--- src/rtl/present_key_expand_pkg.sv ---
// Shared PRESENT constants and types: forward S-box, key width, round count
// and the key-expansion FSM state encoding.
package present_pkg;

    localparam int PRESENT_KEY_W  = 128;
    localparam int PRESENT_ROUNDS = 31;

    localparam logic [3:0] PRESENT_SBOX [16] = '{
        4'hC, 4'h5, 4'h6, 4'hB, 4'h9, 4'h0, 4'hA, 4'hD,
        4'h3, 4'hE, 4'hF, 4'h8, 4'h4, 4'h7, 4'h1, 4'h2
    };

    typedef enum logic [1:0] {
        IDLE = 2'd0,
        RUN  = 2'd1,
        DONE = 2'd2
    } state_t;

endpackage

--- src/rtl/present_key_expand_if.sv ---
// Key-in / expanded-key-out handshake bundle between the key loader,
// the expansion engine and the decryption datapath.
interface present_key_expand_if;
    import present_pkg::*;

    logic [PRESENT_KEY_W-1:0] key;
    logic                     key_valid;
    logic                     key_ready;
    logic [PRESENT_KEY_W-1:0] dkey;
    logic                     dkey_valid;
    logic                     dkey_ready;

    modport master (
        output key, key_valid, dkey_ready,
        input  key_ready, dkey, dkey_valid
    );

    modport slave (
        input  key, key_valid, dkey_ready,
        output key_ready, dkey, dkey_valid
    );

endinterface

--- src/rtl/present_key_expand_sbox4.sv ---
// Forward PRESENT 4-bit S-box lookup (inverse of the decryption S-box).
module present_sbox4
    import present_pkg::*;
(
    input  logic [3:0] value,
    output logic [3:0] subst
);

    assign subst = PRESENT_SBOX[value];

endmodule

--- src/rtl/present_key_expand.sv ---
// Forward PRESENT-128 key schedule: iterates the key-register update ROUNDS
// times and holds the final state for the backward-walking decrypt schedule.
module present_key_expand
    import present_pkg::*;
#(
    parameter int ROUNDS = PRESENT_ROUNDS
) (
    input  logic                 clk,
    input  logic                 rst_n,
    present_key_expand_if.slave  bus
);

    localparam logic [4:0] LAST_ROUND = 5'(ROUNDS);

    state_t                   state_reg, state_next;
    logic [PRESENT_KEY_W-1:0] kreg_reg, kreg_next;
    logic [4:0]               rcnt_reg, rcnt_next;

    logic [PRESENT_KEY_W-1:0] rot;
    logic [7:0]               top_sub;
    logic [PRESENT_KEY_W-1:0] upd;

    assign rot = {kreg_reg[66:0], kreg_reg[127:67]};

    genvar gi;
    generate
        for (gi = 0; gi < 2; gi++) begin : g_sbox
            present_sbox4 u_sbox (
                .value (rot[127-4*gi -: 4]),
                .subst (top_sub[7-4*gi -: 4])
            );
        end
    endgenerate

    // Splice the substituted nibbles back and fold in the round counter.
    function automatic logic [PRESENT_KEY_W-1:0] finish_round(
        input logic [PRESENT_KEY_W-1:0] t,
        input logic [7:0]               s,
        input logic [4:0]               i
    );
        logic [PRESENT_KEY_W-1:0] r;
        r          = t;
        r[127:120] = s;
        r[66:62]   = r[66:62] ^ i;
        return r;
    endfunction

    assign upd = finish_round(rot, top_sub, rcnt_reg);

    always_ff @(posedge clk) begin
        if (!rst_n) begin
            state_reg <= IDLE;
            kreg_reg  <= '0;
            rcnt_reg  <= '0;
        end else begin
            state_reg <= state_next;
            kreg_reg  <= kreg_next;
            rcnt_reg  <= rcnt_next;
        end
    end

    always_comb begin
        state_next = state_reg;
        kreg_next  = kreg_reg;
        rcnt_next  = rcnt_reg;
        case (state_reg)
            IDLE: begin
                if (bus.key_valid) begin
                    kreg_next  = bus.key;
                    rcnt_next  = 5'd1;
                    state_next = RUN;
                end
            end
            RUN: begin
                kreg_next = upd;
                if (rcnt_reg == LAST_ROUND) begin
                    state_next = DONE;
                end else begin
                    rcnt_next = rcnt_reg + 5'd1;
                end
            end
            DONE: begin
                if (bus.dkey_ready) begin
                    state_next = IDLE;
                end
            end
            default: begin
                state_next = IDLE;
            end
        endcase
    end

    // Outputs come straight from registers; no input-to-output paths.
    assign bus.key_ready  = (state_reg == IDLE);
    assign bus.dkey_valid = (state_reg == DONE);
    assign bus.dkey       = kreg_reg;

endmodule

--- src/flat_wrapper.sv ---
// flat-port wrapper written by rule: the top's interface ports become plain ports
module present_key_expand_flat import present_pkg::*;
#(
    parameter int ROUNDS = PRESENT_ROUNDS
)
  (clk, rst_n, bus_key, bus_key_valid, bus_dkey_ready, bus_key_ready, bus_dkey, bus_dkey_valid);
  present_key_expand_if bus_i ();
  input  logic clk;
  input  logic rst_n;
  input wire logic [$bits(bus_i.key)-1:0] bus_key;
  input wire logic [$bits(bus_i.key_valid)-1:0] bus_key_valid;
  input wire logic [$bits(bus_i.dkey_ready)-1:0] bus_dkey_ready;
  output wire logic [$bits(bus_i.key_ready)-1:0] bus_key_ready;
  output wire logic [$bits(bus_i.dkey)-1:0] bus_dkey;
  output wire logic [$bits(bus_i.dkey_valid)-1:0] bus_dkey_valid;
  assign bus_i.key = bus_key;
  assign bus_i.key_valid = bus_key_valid;
  assign bus_i.dkey_ready = bus_dkey_ready;
  assign bus_key_ready = bus_i.key_ready;
  assign bus_dkey = bus_i.dkey;
  assign bus_dkey_valid = bus_i.dkey_valid;
  present_key_expand #(.ROUNDS(ROUNDS)) u_core (.clk(clk), .rst_n(rst_n), .bus(bus_i));
endmodule
--- config.mk ---
export PLATFORM = sky130hd
export DESIGN_NAME = present_key_expand_flat
export DESIGN_NICKNAME = d
export VERILOG_FILES = /design/src/rtl/present_key_expand_pkg.sv /design/src/rtl/present_key_expand_if.sv /design/src/rtl/present_key_expand_sbox4.sv /design/src/rtl/present_key_expand.sv /design/src/flat_wrapper.sv
export SDC_FILE = /design/constraint.sdc
export NUM_CORES = 1
export LEC_CHECK = 0
export ABC_AREA = 1
export ABC_CLOCK_PERIOD_IN_PS = 1800
export CAP_MARGIN = 20
export CORE_MARGIN = 3
export CORE_UTILIZATION = 45
export DETAILED_ROUTE_END_ITERATION = 16
export PLACE_DENSITY = 0.82
export SETUP_SLACK_MARGIN = 0.4
export SYNTH_ARGS = -nofsm -noshare
export SYNTH_HDL_FRONTEND = slang
export SYNTH_HIERARCHICAL = 1
export SYNTH_SLANG_ARGS = --single-unit
--- constraint.sdc ---
create_clock -name clk -period 1.8 [get_ports clk]
set_clock_uncertainty 0.15 [all_clocks]
set_input_delay 0.36 -clock clk [delete_from_list [all_inputs] [get_ports clk]]
set_output_delay 0.36 -clock clk [all_outputs]
set_load 0.01 [all_outputs]
==> impl_metrics.ini, run 1 <==
[run_status]
status = complete, but fails checks
failed_checks = negative setup slack

[die]
start_util_pct = 46.6
die_y_um = 129
die_area_um2 = 16700
coreArea_um2 = 14700
fp-row-count = 44
ios = 262
die_x_um = 129

[clock_tree]
numCtsBuffers = 17
cts.clk_slew.worst_paths_ns = 0.07
clock_sink_count = 135
cts.htree.levels = 4
cts_tree = built
cts_buffer_depth = 2
insertion_delay_ns = 0.42
root_buffer = clkbuf_16

[timing]
hold_viol = 0
fin_hold_ws_ns = 0.134
fin_ws_ns = -0.0412
rsz0062_at_grt = true
tightest_slew_ns = 0.318
period_share_pct = 102
maxSlewViolCount = 0
maxSlewHeadroom_pct = 78.7
min_period_ns = 1.84
finalSetupViolCount = 1
timing.fmax_mhz = 543

[synthesis]
synthDominantCellAreaShare_pct = 39.4
ys_top_cells_by_count = 444 x nand2_1, 253 x nor2_1, 135 x dfxtp_1, 80 x o21ai_0, 49 x o21ai_1
synthMostInstantiatedCell = nand2_1
synth-edff-count = 0
synth_area_per_cell_um2 = 6.10
ys_types = 22
yosys.area.top_type = dfxtp_1
yosysSeqAreaShare_pct = 39.4
synthesis.nets = 1268
synth-seq-cells = 135
netlist_instances = 1124
synthTopCellsByArea = dfxtp_1 39%, nand2_1 24%, nor2_1 14%
ys.flop_type = dfxtp_1
async_flop_share_pct = 0
syn-cell-area_um2 = 6850
yosys_warnings = 6

[setup_path]
crit_arrival_ns = 2.00
reg2reg_to = u_core/bus.dkey[53]
crit_type = flip-flop to flip-flop
r2r_setup_slack_ns = -0.04
cp_max_fo = 6
cp.required_ns = 1.95
critPathMaxStageDelay_ns = 0.37
ff2ff_path_depth = 9
worstSetupStartpointType = flip-flop
cp-end-kind = flip-flop
reg2reg_from = u_core/state_reg[1]
cp_cell_sequence = buf_6 > nor2_4 > buf_6 > buf_12 > clkbuf_16 > nand2_1 > nand2_1 > nor2_1 > nor2_1
cpMaxStageDelayCell = dfxtp_4

[hold_path]
whs_endpoint = u_core/bus.dkey[66]
holdPathStages = 3
hold_path.startpoint = rst_n
hp-class = input pin to flip-flop

[global_route]
grt_max_degree = 53
antenna_found_initial = 0
grt_pass1_vias = 8021
grt_overflow = 0
gr-usage-all-layers_pct = 31.6
grt_first_pass_wirelength_um = 41600

[cells_and_area]
final_cell_area_um2 = 12400
layout.nets = 1577
drive_above_1_share_pct = 40.2
antenna_cells = 0
largest_reg_flops = 128
syn2layout_area_growth_pct = 81.5

[drt]
dr.pass1.iters = 6
dr.first_iter.drc_count = 1177
ant_nets = 0
viasPerCell = 5.73
drc = 0
wire_per_inst_um = 20.8
vias = 9342
wl_um = 33900

[placed_design]
gp_congestion = 0.848
portBuffers = 261
dp_hpwl_um = 14700
place_area_um2 = 9770

[power]
ir_drop_uv = 780
power_leakage_nw = 5.91
pwr_density_cell_nw_per_um2 = 823
fin_total_pwr_mw = 10.2

[run]
maxCapViolCount = 0
[placed cells by master (no fill, tap or decap), drive strengths merged]
master and n:
nand2 445, ha 12, or2 5, nand4 1
clkdlybuf4s50 130, a21oi 14, dfxtp 135, bufinv 1
bufbuf 2, clkbuf 32, inv 39, nand3 17
clkinvlp 5, o21ai 130, buf 217, clkinv 6
nor2 255
[cells by family after synthesis]
kind of cell / count (synthesis) / synth area share, %
buf+inv: 110 / 7.43
fa+ha+maj: 12 / 2.19
simple gates: 723 / 40.4
flops: 135 / 39.4
compound gates: 144 / 10.6
[stage by stage]
stage	utilization [%]	setup slack [ns]	TNS, ns	instances
after CTS	76.6	0.191	0	1603
after detailed placement	66.4	-0.165	-12.61	1523
after global placement	66.4	-0.120	-9.79	1523
after floorplan	-	0.371	0	1124
final	84.6	-0.0412	-0.0412	1630
after global routing	84.6	-0.0583	-0.0583	1630
[how the worst max path moves through the flow]
stage	start	endpoint	slack [ns]	cells past startpoint
after floorplan	u_core/rcnt_reg[1]	u_core/rcnt_reg[4]	0.37	9
after global placement	bus_key_valid	u_core/bus.dkey[45]	-0.12	6
after detailed placement	bus_key_valid	u_core/bus.dkey[69]	-0.17	7
after CTS	u_core/state_reg[1]	u_core/bus.dkey[61]	0.19	9
after global routing	u_core/state_reg[1]	u_core/bus.dkey[53]	-0.06	9
final	u_core/state_reg[1]	u_core/bus.dkey[53]	-0.04	9
[power by group]
part	total, mW	switching (mW)	leakage [nW]	internal (mW)
logic	3.11	1.57	4.47	1.54
registers	3.60	0.286	1.16	3.31
clock network	3.53	1.46	0.278	2.07
[area by class of cell]
type / count / area [um^2]
clock buffer: 19 / 475
clock inverter: 13 / 118
fill: 829 / 2260
inverter: 38 / 165
multi-input combinational: 879 / 4370
sequential: 135 / 2900
tap: 184 / 230
timing repair buffer: 362 / 4190
[critical path: cells and delay by family, from the launching register on]
kind / cells / cell delay (ns)
simple gates: 5 / 0.59
flops: 1 / 0.37
buf+inv: 4 / 0.59
[per-layer routing]
layer | track usage (%) | share of wire (%) | vias up
met5 | 0 | 0 | -
met4 | 13.1 | 6.8 | 0
met3 | 9.27 | 12 | 195
met2 | 53.0 | 46 | 751
met1 | 37.8 | 35 | 4277
li1 | - | - | 4119
[repair_timing]
item / 4_1_cts / 5_1_grt
setup endpoints to repair: 265 / 251
gates cloned: 14 / 16
pin swaps: 6 / 119
setup buffers: 34 / 11
hold buffers: 0 / 0
gates resized for setup: 782 / 246
No activity file was read; power rests on OpenSTA's default activity.
==> run 2: changes to the inputs <==
--- a/constraint.sdc
+++ b/constraint.sdc
@@ -4,2 +4,2 @@
 set_output_delay 0.36 -clock clk [all_outputs]
-set_load 0.01 [all_outputs]
+set_load 0.02 [all_outputs]
==> run 2 against run 1 <==
The flow now finishes without violations. Count of clock-buffer cells in the layout up 5. Critical path depth unchanged. Via count up 5.6%. Critical path type unchanged. Largest cell class is now buffers. Largest power group is now the clock network.
==> impl_metrics.ini, run 2 (synthesis results as in run 1) <==
[timing]
tightest_slew_ns = 0.276
finalSetupTns_ns = 0
rsz0062_at_grt = true
min_period_ns = 1.78
hold_viol = 0
maxSlewViolCount = 0
period_share_pct = 98.8
maxSlewHeadroom_pct = 81.6
timing.fmax_mhz = 562
finalSetupViolCount = 0

[cells_and_area]
n_fill_cell = 686
seqCellArea_um2 = 2940
antenna_cells = 0
final_cell_area_um2 = 13200
drive_above_1_share_pct = 38.2
layout.nets = 1675
syn2layout_area_growth_pct = 92.4
layout_commonest_cell = nand2_1
largest_reg_flops = 128
final_cell_mix = 429 x nand2_1, 241 x nor2_1, 143 x buf_6
multiInputGateArea_um2 = 4010

[run_status]
status = finished clean

[drt]
dr.pass1.iters = 6
ant_nets = 0
wire_per_inst_um = 20.9
wl_um = 36000
drc = 0
dr.first_iter.drc_count = 1153
viasPerCell = 5.71
vias = 9869

[clock_tree]
root_buffer = clkbuf_16
cts_hold_buf = 0
cts_tree = built
cts.clk_slew.worst_paths_ns = 0.06
numCtsBuffers = 17
cts.htree.levels = 4
cts_buffer_depth = 2
insertion_delay_ns = 0.43
clock_sink_count = 135

[placed_design]
portBuffers = 261
gp_congestion = 0.911
dp_hpwl_um = 16700
place_area_um2 = 9860

[setup_path]
cp_max_fo = 11
crit_type = flip-flop to flip-flop
cp.required_ns = 1.96
r2r_setup_slack_ns = 0.02
cp_cell_sequence = buf_6 > nor2_4 > buf_12 > inv_8 > buf_12 > nand2_2 > nand2_1 > nor2_1 > nor2_1
critPathMaxStageDelay_ns = 0.36
cp-end-kind = flip-flop
crit_arrival_ns = 1.94
worstSetupStartpointType = flip-flop
cpMaxStageDelayCell = dfxtp_4

[run]
maxCapViolCount = 0

[die]
start_util_pct = 46.6
die_y_um = 129
die_x_um = 129
coreArea_um2 = 14700
die_area_um2 = 16700
fp-row-count = 44
ios = 262

[hold_path]
hp-class = input pin to flip-flop

[global_route]
antenna_found_initial = 0
grt_max_degree = 49
grt_pass1_vias = 8037
gr-usage-all-layers_pct = 30.2
grt_overflow = 0
grt_first_pass_wirelength_um = 40400

[power]
pwr_density_cell_nw_per_um2 = 836
ir_drop_uv = 686
power_leakage_nw = 6.38
[run 2: cell types whose count changed in the layout (fill, tap and decap cells not counted), sizes merged]
cell,previous run,this run
buf,217,302
clkbuf,32,51
clkinvlp,5,1
clkinv,6,3
bufbuf,2,0
bufinv,1,3
[run 2: final cells by class]
type                       instances  area share, %
multi-input combinational        879           30.4
timing repair buffer             459           39.4
clock buffer                      24           3.97
sequential                       135           22.3
inverter                          38           1.34
tap                              184           1.75
clock inverter                     7          0.854
timing repair inverter             1         0.0854
[run 2: worst paths after layout]
| kind | start | endpoint | cells after the start |
|---|---|---|---|
| setup / recovery | u_core/state_reg[1] | u_core/bus.dkey[101] | 9 |
| hold / removal | rst_n | u_core/rcnt_reg[0] | 3 |
| setup reg to reg | u_core/state_reg[1] | u_core/bus.dkey[101] | 9 |
| hold reg to reg | u_core/bus.dkey[72] | u_core/bus.dkey[72] | 2 |
[run 2: stage by stage]
| stage | power, mW | setup WS [ns] | hold WS, ns | cells | utilization [%] |
|---|---|---|---|---|---|
| 3_5_place_dp | 5.99 | -0.212 | 0.372 | 1536 | 67.1 |
| 2_1_floorplan | 4.80 | 0.367 | 0.337 | 1124 | - |
| 6_report | 11.0 | 0.0217 | 0.157 | 1727 | 89.7 |
| 3_3_place_gp | 5.95 | -0.104 | 0.357 | 1536 | 67.1 |
| 5_1_grt | 11.3 | -0.0445 | 0.163 | 1727 | 89.7 |
| 4_1_cts | 10.1 | 0.216 | 0.154 | 1654 | 78.5 |
[run 2: what timing repair did]
item,4_1_cts,5_1_grt
setup buffers,86,34
gates cloned,1,39
pin swaps,5,26
endpoints found under the setup margin,265,253
resized for setup,926,222
[run 2: metal layers]
| layer | up-vias | GRT usage (%) | share of wire (%) |
|---|---|---|---|
| met5 | - | 0 | 0 |
| met4 | 0 | 11.7 | 6.0 |
| met3 | 192 | 8.49 | 11 |
| met2 | 742 | 53.2 | 49 |
| met1 | 4629 | 34.8 | 34 |
| li1 | 4306 | - | - |
[run 2: power breakdown]
part,internal (mW),switching [mW]
sequential,3.31,0.293
combinational,1.81,1.81
clock,2.43,1.38
[run 2: critical path, delay by kind of cell (launching register included)]
kind / cells / cell delay [ns]
DFF: 1 / 0.36
buffers and inverters: 4 / 0.53
and+or+nand+nor: 5 / 0.61
==> run 3: changes to the inputs <==
CORE_ASPECT_RATIO = 1.5   (was default)
CORE_UTILIZATION = 40   (was 45)
PLACE_DENSITY = 0.74   (was 0.82)
==> run 3 against run 2 <==
Maximum frequency rose by 9.0%. Sequential share of layout area rose by 2.0 points. Via count fell by 16%. Final cell count fell by 2.0%. Critical path depth did not move. Largest power group unchanged. Highest routed layer unchanged.
==> impl_metrics.ini, run 3 (synthesis results as in run 1) <==
[setup_path]
cp-end-kind = flip-flop
worstSetupStartpointType = flip-flop
ff2ff_path_depth = 9
path_delay_family = buffers and inverters
crit_arrival_ns = 1.78
cp_max_fo = 13
cp.required_ns = 1.95
crit_type = flip-flop to flip-flop
cpMaxStageDelayCell = dfxtp_4
cp_cell_sequence = buf_6 > nor2_4 > clkinv_4 > buf_12 > clkbuf_16 > nand2_1 > nand2_1 > nor2_1 > nor2_1
path_buf_inv = 4
reg2reg_to = u_core/bus.dkey[110]
critPathMaxStageDelay_ns = 0.36
r2r_setup_slack_ns = 0.17
reg2reg_from = u_core/state_reg[1]

[placed_design]
gp_congestion = 0.865
portBuffers = 261
dp_hpwl_um = 15300
place_area_um2 = 9830

[power]
pwr_density_cell_nw_per_um2 = 852
power_leakage_nw = 5.76
ir_drop_uv = 511
fin_total_pwr_mw = 10.2

[global_route]
grt_pass1_vias = 7747
grt_first_pass_wirelength_um = 37600
gr-usage-all-layers_pct = 24.4
antenna_found_initial = 2
grt_max_degree = 69
grt_overflow = 0

[run]
maxCapViolCount = 0

[cells_and_area]
n_fill_cell = 1377
layout.nets = 1613
syn2layout_area_growth_pct = 74.0
drive_above_1_share_pct = 32.6
final_cell_mix = 427 x nand2_1, 247 x nor2_1, 136 x buf_6
layout_commonest_cell = nand2_1
final_cell_area_um2 = 11900
largest_reg_flops = 128

[clock_tree]
numCtsBuffers = 17
cts_hold_buf = 0
clock_sink_count = 135
cts.htree.levels = 4
cts_tree = built
cts_buffer_depth = 2
root_buffer = clkbuf_16
cts.clk_slew.worst_paths_ns = 0.07
insertion_delay_ns = 0.41

[run_status]
status = finished clean

[timing]
finalSetupViolCount = 0
period_share_pct = 90.7
tightest_slew_ns = 0.274
hold_viol = 0
fin_hold_ws_ns = 0.146
maxSlewViolCount = 0
rsz0062_at_grt = true
finalSetupTns_ns = 0
maxSlewHeadroom_pct = 81.8
timing.fmax_mhz = 613
min_period_ns = 1.63

[drt]
wire_per_inst_um = 15.0
viasPerCell = 4.89
wl_um = 25400
ant_nets = 0
dr.first_iter.drc_count = 594
vias = 8278
drc = 0
dr.pass1.iters = 5

[hold_path]
whs_endpoint = u_core/bus.dkey[65]
holdPathStages = 3
hold_path.startpoint = rst_n
hp-class = input pin to flip-flop

[die]
coreArea_um2 = 16800
ios = 262
die_y_um = 166
die_x_um = 113
start_util_pct = 40.9
die_area_um2 = 18800
fp-row-count = 58
[run 3: routing by layer]
layer,GRT usage [%],vias up,part of all wire [%]
met4,12.3,0,4.3
met2,43.3,301,51
met1,27.1,3749,38
met5,0,-,0
met3,5.32,70,6.1
li1,-,4158,-
[run 3: through the flow]
stage               cells  utilization, %  worst slack (ns)
finish               1693            71.1             0.168
global placement     1556            58.7           -0.0351
global route         1693            71.1            0.0720
floorplan            1124               -             0.367
CTS                  1653            67.5             0.199
detailed placement   1556            58.7           -0.0627
[run 3: power breakdown]
group | internal, mW | switching (mW) | total, mW
clock | 2.28 | 1.40 | 3.67
combinational | 1.49 | 1.46 | 2.95
sequential | 3.31 | 0.237 | 3.55
total | 7.08 | 3.09 | 10.2
[run 3: final cells by class]
type,count,area [um^2],area share [%]
Inverter,38,160,1.34
Multi-Input combinational cell,879,3840,32.2
Antenna cell,2,5.00,0.0420
Tap cell,210,263,2.20
Sequential cell,135,2900,24.3
Clock inverter,12,163,1.36
Clock buffer,19,454,3.81
Timing Repair Buffer,398,4150,34.8
[run 3: worst max-delay path by stage]
| stage | depth (start not counted) | end | start |
|---|---|---|---|
| after floorplan | 8 | u_core/rcnt_reg[4] | u_core/rcnt_reg[1] |
| final | 9 | u_core/bus.dkey[110] | u_core/state_reg[1] |
| after global placement | 6 | u_core/bus.dkey[87] | bus_key_valid |
| after global routing | 9 | u_core/bus.dkey[110] | u_core/state_reg[1] |
| after detailed placement | 6 | u_core/bus.dkey[73] | bus_key_valid |
| after CTS | 3 | bus_dkey_valid | u_core/state_reg[1] |
[run 3: timing repair]
item,in CTS,in global routing
resized for setup,910,63
buffers inserted,65,31
endpoints found under the setup margin,265,255
gates cloned,1,7
pin swaps,2,25
[run 3: worst min-delay path: stages]
cell and delay, ns:
buf_4 0.18, nand2_1 0.09, a21oi_1 0.03
